**src/rtl/image_stream_pkg.sv**
```systemverilog
// Shared definitions for the BNN image slice stream (encoder and decoder sides).
// IMAGE_STREAM_CHKSUM_EN adds the CHK state used for the trailing checksum beat.
package image_stream_pkg;

  localparam int ROWS_DEF  = 8;
  localparam int WIDTH_DEF = 8;

  typedef enum logic [1:0] {
    IDLE = 2'd0,
    SEND = 2'd1
`ifdef IMAGE_STREAM_CHKSUM_EN
    , CHK = 2'd2
`endif
  } enc_state_t;

  // Checksum of a default-sized image; the receive-side checker uses the same fold.
  function automatic logic [WIDTH_DEF-1:0] row_xor(
    input logic [ROWS_DEF-1:0][WIDTH_DEF-1:0] image
  );
    logic [WIDTH_DEF-1:0] acc;
    acc = '0;
    for (int r = 0; r < ROWS_DEF; r++) acc ^= image[r];
    return acc;
  endfunction

endpackage

```
**src/rtl/image_stream_encoder_if.sv**
```systemverilog
// Load and slice-stream handshake bundle of the image stream encoder.
// master = encoder side, slave = image source / slice sink side.
interface image_stream_encoder_if
  import image_stream_pkg::*;
#(
  parameter int ROWS  = ROWS_DEF,
  parameter int WIDTH = WIDTH_DEF
);
  localparam int IDXW = $clog2(ROWS);

  logic [ROWS-1:0][WIDTH-1:0] image_i;
  logic                       load_valid_i;
  logic                       load_ready_o;
  logic [WIDTH-1:0]           slice_o;
  logic [IDXW-1:0]            sel_o;
  logic                       slice_valid_o;
  logic                       slice_ready_i;
  logic                       done_o;

  modport master (
    input  image_i, load_valid_i, slice_ready_i,
    output load_ready_o, slice_o, sel_o, slice_valid_o, done_o
  );

  modport slave (
    output image_i, load_valid_i, slice_ready_i,
    input  load_ready_o, slice_o, sel_o, slice_valid_o, done_o
  );

endinterface

```
**src/rtl/image_row_buffer.sv**
```systemverilog
// ROWS x WIDTH image store: whole-image load, async clear, row read mux.
module image_row_buffer
  import image_stream_pkg::*;
#(
  parameter  int ROWS  = ROWS_DEF,
  parameter  int WIDTH = WIDTH_DEF,
  localparam int IDXW  = $clog2(ROWS)
) (
  input  logic                       clk,
  input  logic                       rst_n,
  input  logic                       load_i,
  input  logic [ROWS-1:0][WIDTH-1:0] image_i,
  input  logic [IDXW-1:0]            addr_i,
  output logic [WIDTH-1:0]           row_o
);

  logic [ROWS-1:0][WIDTH-1:0] rows_q;

  always_ff @(posedge clk or negedge rst_n) begin
    if (!rst_n)      rows_q <= '0;
    else if (load_i) rows_q <= image_i;
  end

  assign row_o = rows_q[addr_i];

endmodule

```
**src/rtl/image_stream_encoder.sv**
```systemverilog
// Captures one binary image and streams it out one row slice per beat with its row index.
// Define IMAGE_STREAM_CHKSUM_EN to append an XOR-of-rows checksum beat (sel=0).
//
// state | meaning
// IDLE  | buffer free, load_ready_o high, no beat presented
// SEND  | presenting row cnt_q of the buffered image
// CHK   | presenting checksum beat (IMAGE_STREAM_CHKSUM_EN only)
module image_stream_encoder
  import image_stream_pkg::*;
#(
  parameter  int ROWS  = ROWS_DEF,
  parameter  int WIDTH = WIDTH_DEF,
  localparam int IDXW  = $clog2(ROWS)
) (
  input  logic                          clk,
  input  logic                          rst_n,
  input  logic                          flush_i,
  image_stream_encoder_if.master        bus
);

  enc_state_t       state_q, state_d;
  logic [IDXW-1:0]  cnt_q, cnt_d;
  logic             done_q, done_d;
  logic             load_en;
  logic [WIDTH-1:0] row;

  image_row_buffer #(.ROWS(ROWS), .WIDTH(WIDTH)) u_buf (
    .clk     (clk),
    .rst_n   (rst_n),
    .load_i  (load_en),
    .image_i (bus.image_i),
    .addr_i  (cnt_q),
    .row_o   (row)
  );

`ifdef IMAGE_STREAM_CHKSUM_EN
  logic [WIDTH-1:0] chk_q, chk_in;

  // Folded at load time so the CHK beat needs no extra pass over the buffer.
  always_comb begin
    chk_in = '0;
    for (int r = 0; r < ROWS; r++) chk_in ^= bus.image_i[r];
  end

  always_ff @(posedge clk or negedge rst_n) begin
    if (!rst_n)       chk_q <= '0;
    else if (load_en) chk_q <= chk_in;
  end
`endif

  always_ff @(posedge clk or negedge rst_n) begin
    if (!rst_n) begin
      state_q <= IDLE;
      cnt_q   <= '0;
      done_q  <= 1'b0;
    end else begin
      state_q <= state_d;
      cnt_q   <= cnt_d;
      done_q  <= done_d;
    end
  end

  always_comb begin
    state_d = state_q;
    cnt_d   = cnt_q;
    done_d  = 1'b0;
    load_en = 1'b0;
    if (flush_i) begin
      state_d = IDLE;
      cnt_d   = '0;
    end else begin
      case (state_q)
        IDLE: begin
          if (bus.load_valid_i) begin
            load_en = 1'b1;
            cnt_d   = '0;
            state_d = SEND;
          end
        end
        SEND: begin
          if (bus.slice_ready_i) begin
            cnt_d = cnt_q + 1'b1;
            if (cnt_q == IDXW'(ROWS - 1)) begin
`ifdef IMAGE_STREAM_CHKSUM_EN
              state_d = CHK;
`else
              state_d = IDLE;
              done_d  = 1'b1;
`endif
            end
          end
        end
`ifdef IMAGE_STREAM_CHKSUM_EN
        CHK: begin
          if (bus.slice_ready_i) begin
            state_d = IDLE;
            done_d  = 1'b1;
          end
        end
`endif
        default: state_d = IDLE;
      endcase
    end
  end

  assign bus.load_ready_o  = (state_q == IDLE);
  assign bus.slice_valid_o = (state_q != IDLE);
  assign bus.sel_o         = cnt_q;
  assign bus.done_o        = done_q;

`ifdef IMAGE_STREAM_CHKSUM_EN
  assign bus.slice_o = (state_q == SEND) ? row :
                       (state_q == CHK)  ? chk_q : '0;
`else
  assign bus.slice_o = (state_q == SEND) ? row : '0;
`endif

endmodule

```
**src/flat_wrapper.sv**
```systemverilog
// flat-port wrapper written by rule: the top's interface ports become plain ports
module image_stream_encoder_flat import image_stream_pkg::*;
#(
  parameter  int ROWS  = ROWS_DEF,
  parameter  int WIDTH = WIDTH_DEF,
  localparam int IDXW  = $clog2(ROWS)
)
  (clk, rst_n, flush_i, bus_image_i, bus_load_valid_i, bus_slice_ready_i, bus_load_ready_o, bus_slice_o, bus_sel_o, bus_slice_valid_o, bus_done_o);
  image_stream_encoder_if #(.ROWS(ROWS), .WIDTH(WIDTH)) bus_i ();
  input  logic clk;
  input  logic rst_n;
  input  logic flush_i;
  input wire logic [$bits(bus_i.image_i)-1:0] bus_image_i;
  input wire logic [$bits(bus_i.load_valid_i)-1:0] bus_load_valid_i;
  input wire logic [$bits(bus_i.slice_ready_i)-1:0] bus_slice_ready_i;
  output wire logic [$bits(bus_i.load_ready_o)-1:0] bus_load_ready_o;
  output wire logic [$bits(bus_i.slice_o)-1:0] bus_slice_o;
  output wire logic [$bits(bus_i.sel_o)-1:0] bus_sel_o;
  output wire logic [$bits(bus_i.slice_valid_o)-1:0] bus_slice_valid_o;
  output wire logic [$bits(bus_i.done_o)-1:0] bus_done_o;
  assign bus_i.image_i = bus_image_i;
  assign bus_i.load_valid_i = bus_load_valid_i;
  assign bus_i.slice_ready_i = bus_slice_ready_i;
  assign bus_load_ready_o = bus_i.load_ready_o;
  assign bus_slice_o = bus_i.slice_o;
  assign bus_sel_o = bus_i.sel_o;
  assign bus_slice_valid_o = bus_i.slice_valid_o;
  assign bus_done_o = bus_i.done_o;
  image_stream_encoder #(.ROWS(ROWS), .WIDTH(WIDTH)) u_core (.clk(clk), .rst_n(rst_n), .flush_i(flush_i), .bus(bus_i));
endmodule
```
**config.mk**
```make
export PLATFORM = sky130hd
export DESIGN_NAME = image_stream_encoder_flat
export DESIGN_NICKNAME = d
export VERILOG_FILES = /design/src/rtl/image_stream_pkg.sv /design/src/rtl/image_stream_encoder_if.sv /design/src/rtl/image_row_buffer.sv /design/src/rtl/image_stream_encoder.sv /design/src/flat_wrapper.sv
export SDC_FILE = /design/constraint.sdc
export NUM_CORES = 1
export LEC_CHECK = 0
export CAP_MARGIN = 20
export CORE_ASPECT_RATIO = 0.8
export CORE_MARGIN = 10
export CORE_UTILIZATION = 45
export CTS_CLUSTER_DIAMETER = 120
export DETAILED_ROUTE_END_ITERATION = 6
export PLACE_DENSITY_LB_ADDON = 0.25
export REMOVE_ABC_BUFFERS = 1
export SYNTH_ARGS = -nofsm -noshare
export SYNTH_HDL_FRONTEND = slang
export SYNTH_SLANG_ARGS = --single-unit
```
**constraint.sdc**
```tcl
create_clock -name clk -period 4.2 [get_ports clk]
set_clock_uncertainty 0.2 [all_clocks]
set_input_delay 0.63 -clock clk [delete_from_list [all_inputs] [get_ports clk]]
set_output_delay 0.63 -clock clk [all_outputs]
set_load 0.005 [all_outputs]
```
==> run_results.csv <==
group,metric,value,unit
setup_path,startpoint_type,"flip-flop",
synthesis,yosysMostFrequentCell,"dfrtp_1",
status,outcome,"completed",
synthesis,syn_area_per_cell,16.1,um^2
synthesis,yosys_warnings,0,
hold_path,holdPathStages,1,
floorplanning,core_area,6890,um^2
sta,setup_viol,0,
sta,finalWorstSetupSlack,0.765,ns
synthesis,synth_edf_count,0,
final_layout,drive_gt1_share,33.6,%
floorplanning,start_util,46.2,%
synthesis,ys_seq_area_share,54.2,%
route,wire_per_inst,18.2,um
setup_path,cp_data_arrival_time,2.60,ns
cts,h-tree-depth,3,
sta,worstMarginPinSlew,0.853,ns
setup_path,critPathCaptureType,"output pin",
place,dp_cells,358,
route,first_pass_iters,4,
setup_path,path_class,"reg2out",
sta,fin_hold_ws,0.300,ns
route,drc,0,
hold_path,holdPathEnd,"u_core.u_buf.rows_q[24]",
setup_path,crit_fanout,11,
synthesis,synth_area,3190,um^2
cts,clockRootBuffer,"clkbuf_8",
floorplanning,io_pins,83,
floorplanning,rows,27,
pwr,p_leak,1.71,nW
global_route,grt_max_degree,46,
place,port_buffers,82,
synthesis,synth.top_cells.by_count,"dfrtp_1 (69), mux2_2 (66), nor2_1 (12)",
global_route,grt_pass1_vias,2268,
global_route,gr-total-overflow,0,
pwr,power_density,404,nW/um^2
global_route,track_usage,13.7,%
route,totalWireLength,6.86,mm
final_layout,antenna_cells,0,
cts,hold_buffers,0,
cts,cts_max_path_buffers,2,
cts,cts_tree,"yes",
floorplanning,fp.dieW,114,um
cts,clock_latency,0.34,ns
setup_path,reg2reg_depth,6,
setup_path,r2r_start,"u_core.bus.sel_o[1]",
synthesis,async_flop_share,100,%
hold_path,hold_start,"u_core.u_buf.rows_q[24]",
sta,slew_viol_final,0,
route,ant_nets,0,
global_route,antenna_found_initial,0,
synthesis,yosys-top-cells-area,"dfrtp_1 (54%), mux2_2 (23%), mux4_1 (6.6%), mux4_2 (5.7%), mux2i_1 (2.5%)",
synthesis,synth_cell_types,20,
pwr,ir_worst_vdd,0.241,mV
final_layout,fin_nets,355,
cts,cts-resized-gates,0,
floorplanning,die-area,10900,um^2
floorplanning,die_h,95.3,um
cts,cts_made_buffers,9,
setup_path,crit_required,3.37,ns
synthesis,yosysTopAreaCellShare,54.2,%
place,hpwl,5.02,mm
sta,min_period_over_period,81.8,%
cts,path_clk_slew,0.07,ns
synthesis,synth_top_area_cell,"dfrtp_1",
route,drtIter0Drc,42,
route,viasPerCell,5.26,
run,maxCapViolations,0,
sta,relSlewSlack,43.1,%
hold_path,hold_path.class,"reg2reg",
global_route,grt_pass1_wl,11.7,mm
synthesis,syn_inst,198,
setup_path,startpoint,"u_core.bus.sel_o[1]",
final_layout,fillCellCount,539,
sta,layout_min_cycle_time,3.43,ns
final_layout,area_growth,34.6,%
synthesis,ys_ff_latch,69,
sta,hold_viol,0,
sta,rsz0062_at_grt,"no",
pwr,total_power,1.73,mW
setup_path,worst_r2r_endpoint,"u_core.bus.sel_o[2]",
setup_path,reg2reg_slack,2.04,ns
place,routabilityCongestion,0.714,
place,post-place-ws,1.05,ns
cts,postCtsSetupRepairBufs,0,
sta,fmaxAchievable,0.291,GHz
cts,cts.sink_count,69,
final_layout,final_cells,376,
route,vias,1976,
synthesis,synthFlopType,"dfrtp_1",
==> metal layers <==
layer | part of all wire (%) | track usage [%] | vias up
met5 | 0 | 0 | -
met4 | 1.1 | 4.06 | 0
met3 | 7.1 | 5.78 | 9
met2 | 49 | 22.3 | 54
met1 | 43 | 16.3 | 999
li1 | - | - | 914
==> critical path, stage by stage (launching register included) <==
cell and delay, ns:
dfrtp_1 0.70, buf_4 0.30, mux4_1 0.57, mux2i_1 0.17, nor2_1 0.06, clkdlybuf4s50_1 0.46
==> report_power, final <==
| group | leakage, nW | switching [mW] | internal, mW |
|---|---|---|---|
| Clock | 0.105 | 0.249 | 0.331 |
| Sequential | 0.821 | 0.0606 | 0.784 |
| Combinational | 0.787 | 0.0886 | 0.219 |
| Total | 1.71 | 0.398 | 1.33 |
==> worst max-delay path by stage <==
stage	to	slack [ns]	cells after the start
after global placement	bus_slice_o[4]	1.09	5
final	bus_slice_o[2]	0.77	5
after detailed placement	bus_slice_o[2]	1.05	5
after global routing	bus_slice_o[2]	0.52	5
after floorplan	u_core.u_buf.rows_q[0]	-2.02	2
after CTS	bus_slice_o[2]	0.67	5
==> placed cells by master, fill, tap and decap left out, types with 2 or more instances in the layout <==
cell type	n
bufinv_16	2
a21oi_1	3
mux4_1	8
clkinvlp_4	2
clkinv_2	3
dfrtp_1	69
clkdlybuf4s50_1	81
nor3b_1	2
nor2_1	12
ha_1	2
buf_4	4
mux2_2	66
clkbuf_8	9
mux4_2	8
mux2i_1	8
==> cell families after synthesis <==
kind of cell | count (synthesis) | synth area share, %
muxes | 90 | 38.1
AOI/OAI and AO/OA | 5 | 0.903
and+or+nand+nor | 18 | 2.71
DFF | 69 | 54.2
buffers and inverters | 14 | 3.34
adders and majority gates | 2 | 0.785
==> per-stage QoR <==
stage                     setup TNS, ns  area [um^2]  utilization (%)
after global routing                  0         4290             62.2
after floorplan                 -129.45         3080                -
after global placement                0         4040             58.7
final                                 0         4290             62.2
after CTS                             0         4260             61.8
after detailed placement              0         4040             58.7
==> state kept, by name, summed over array words and instances, names as in the netlist <==
register and cells:
u_core.state_q 1, u_core.bus.done_o 1, u_core.u_buf.rows_q 64, u_core.bus.sel_o 3
==> final cells by class <==
| cell class | count | area [um^2] | share of cell area (%) |
|---|---|---|---|
| clock buffer | 9 | 124 | 2.89 |
| timing repair buffer | 88 | 876 | 20.4 |
| multi-input combinational | 115 | 1360 | 31.7 |
| clock inverter | 7 | 90.1 | 2.10 |
| inverter | 1 | 3.75 | 0.0875 |
| tap | 87 | 109 | 2.54 |
| sequential | 69 | 1730 | 40.3 |
No activity file was read; power rests on OpenSTA's default activity.
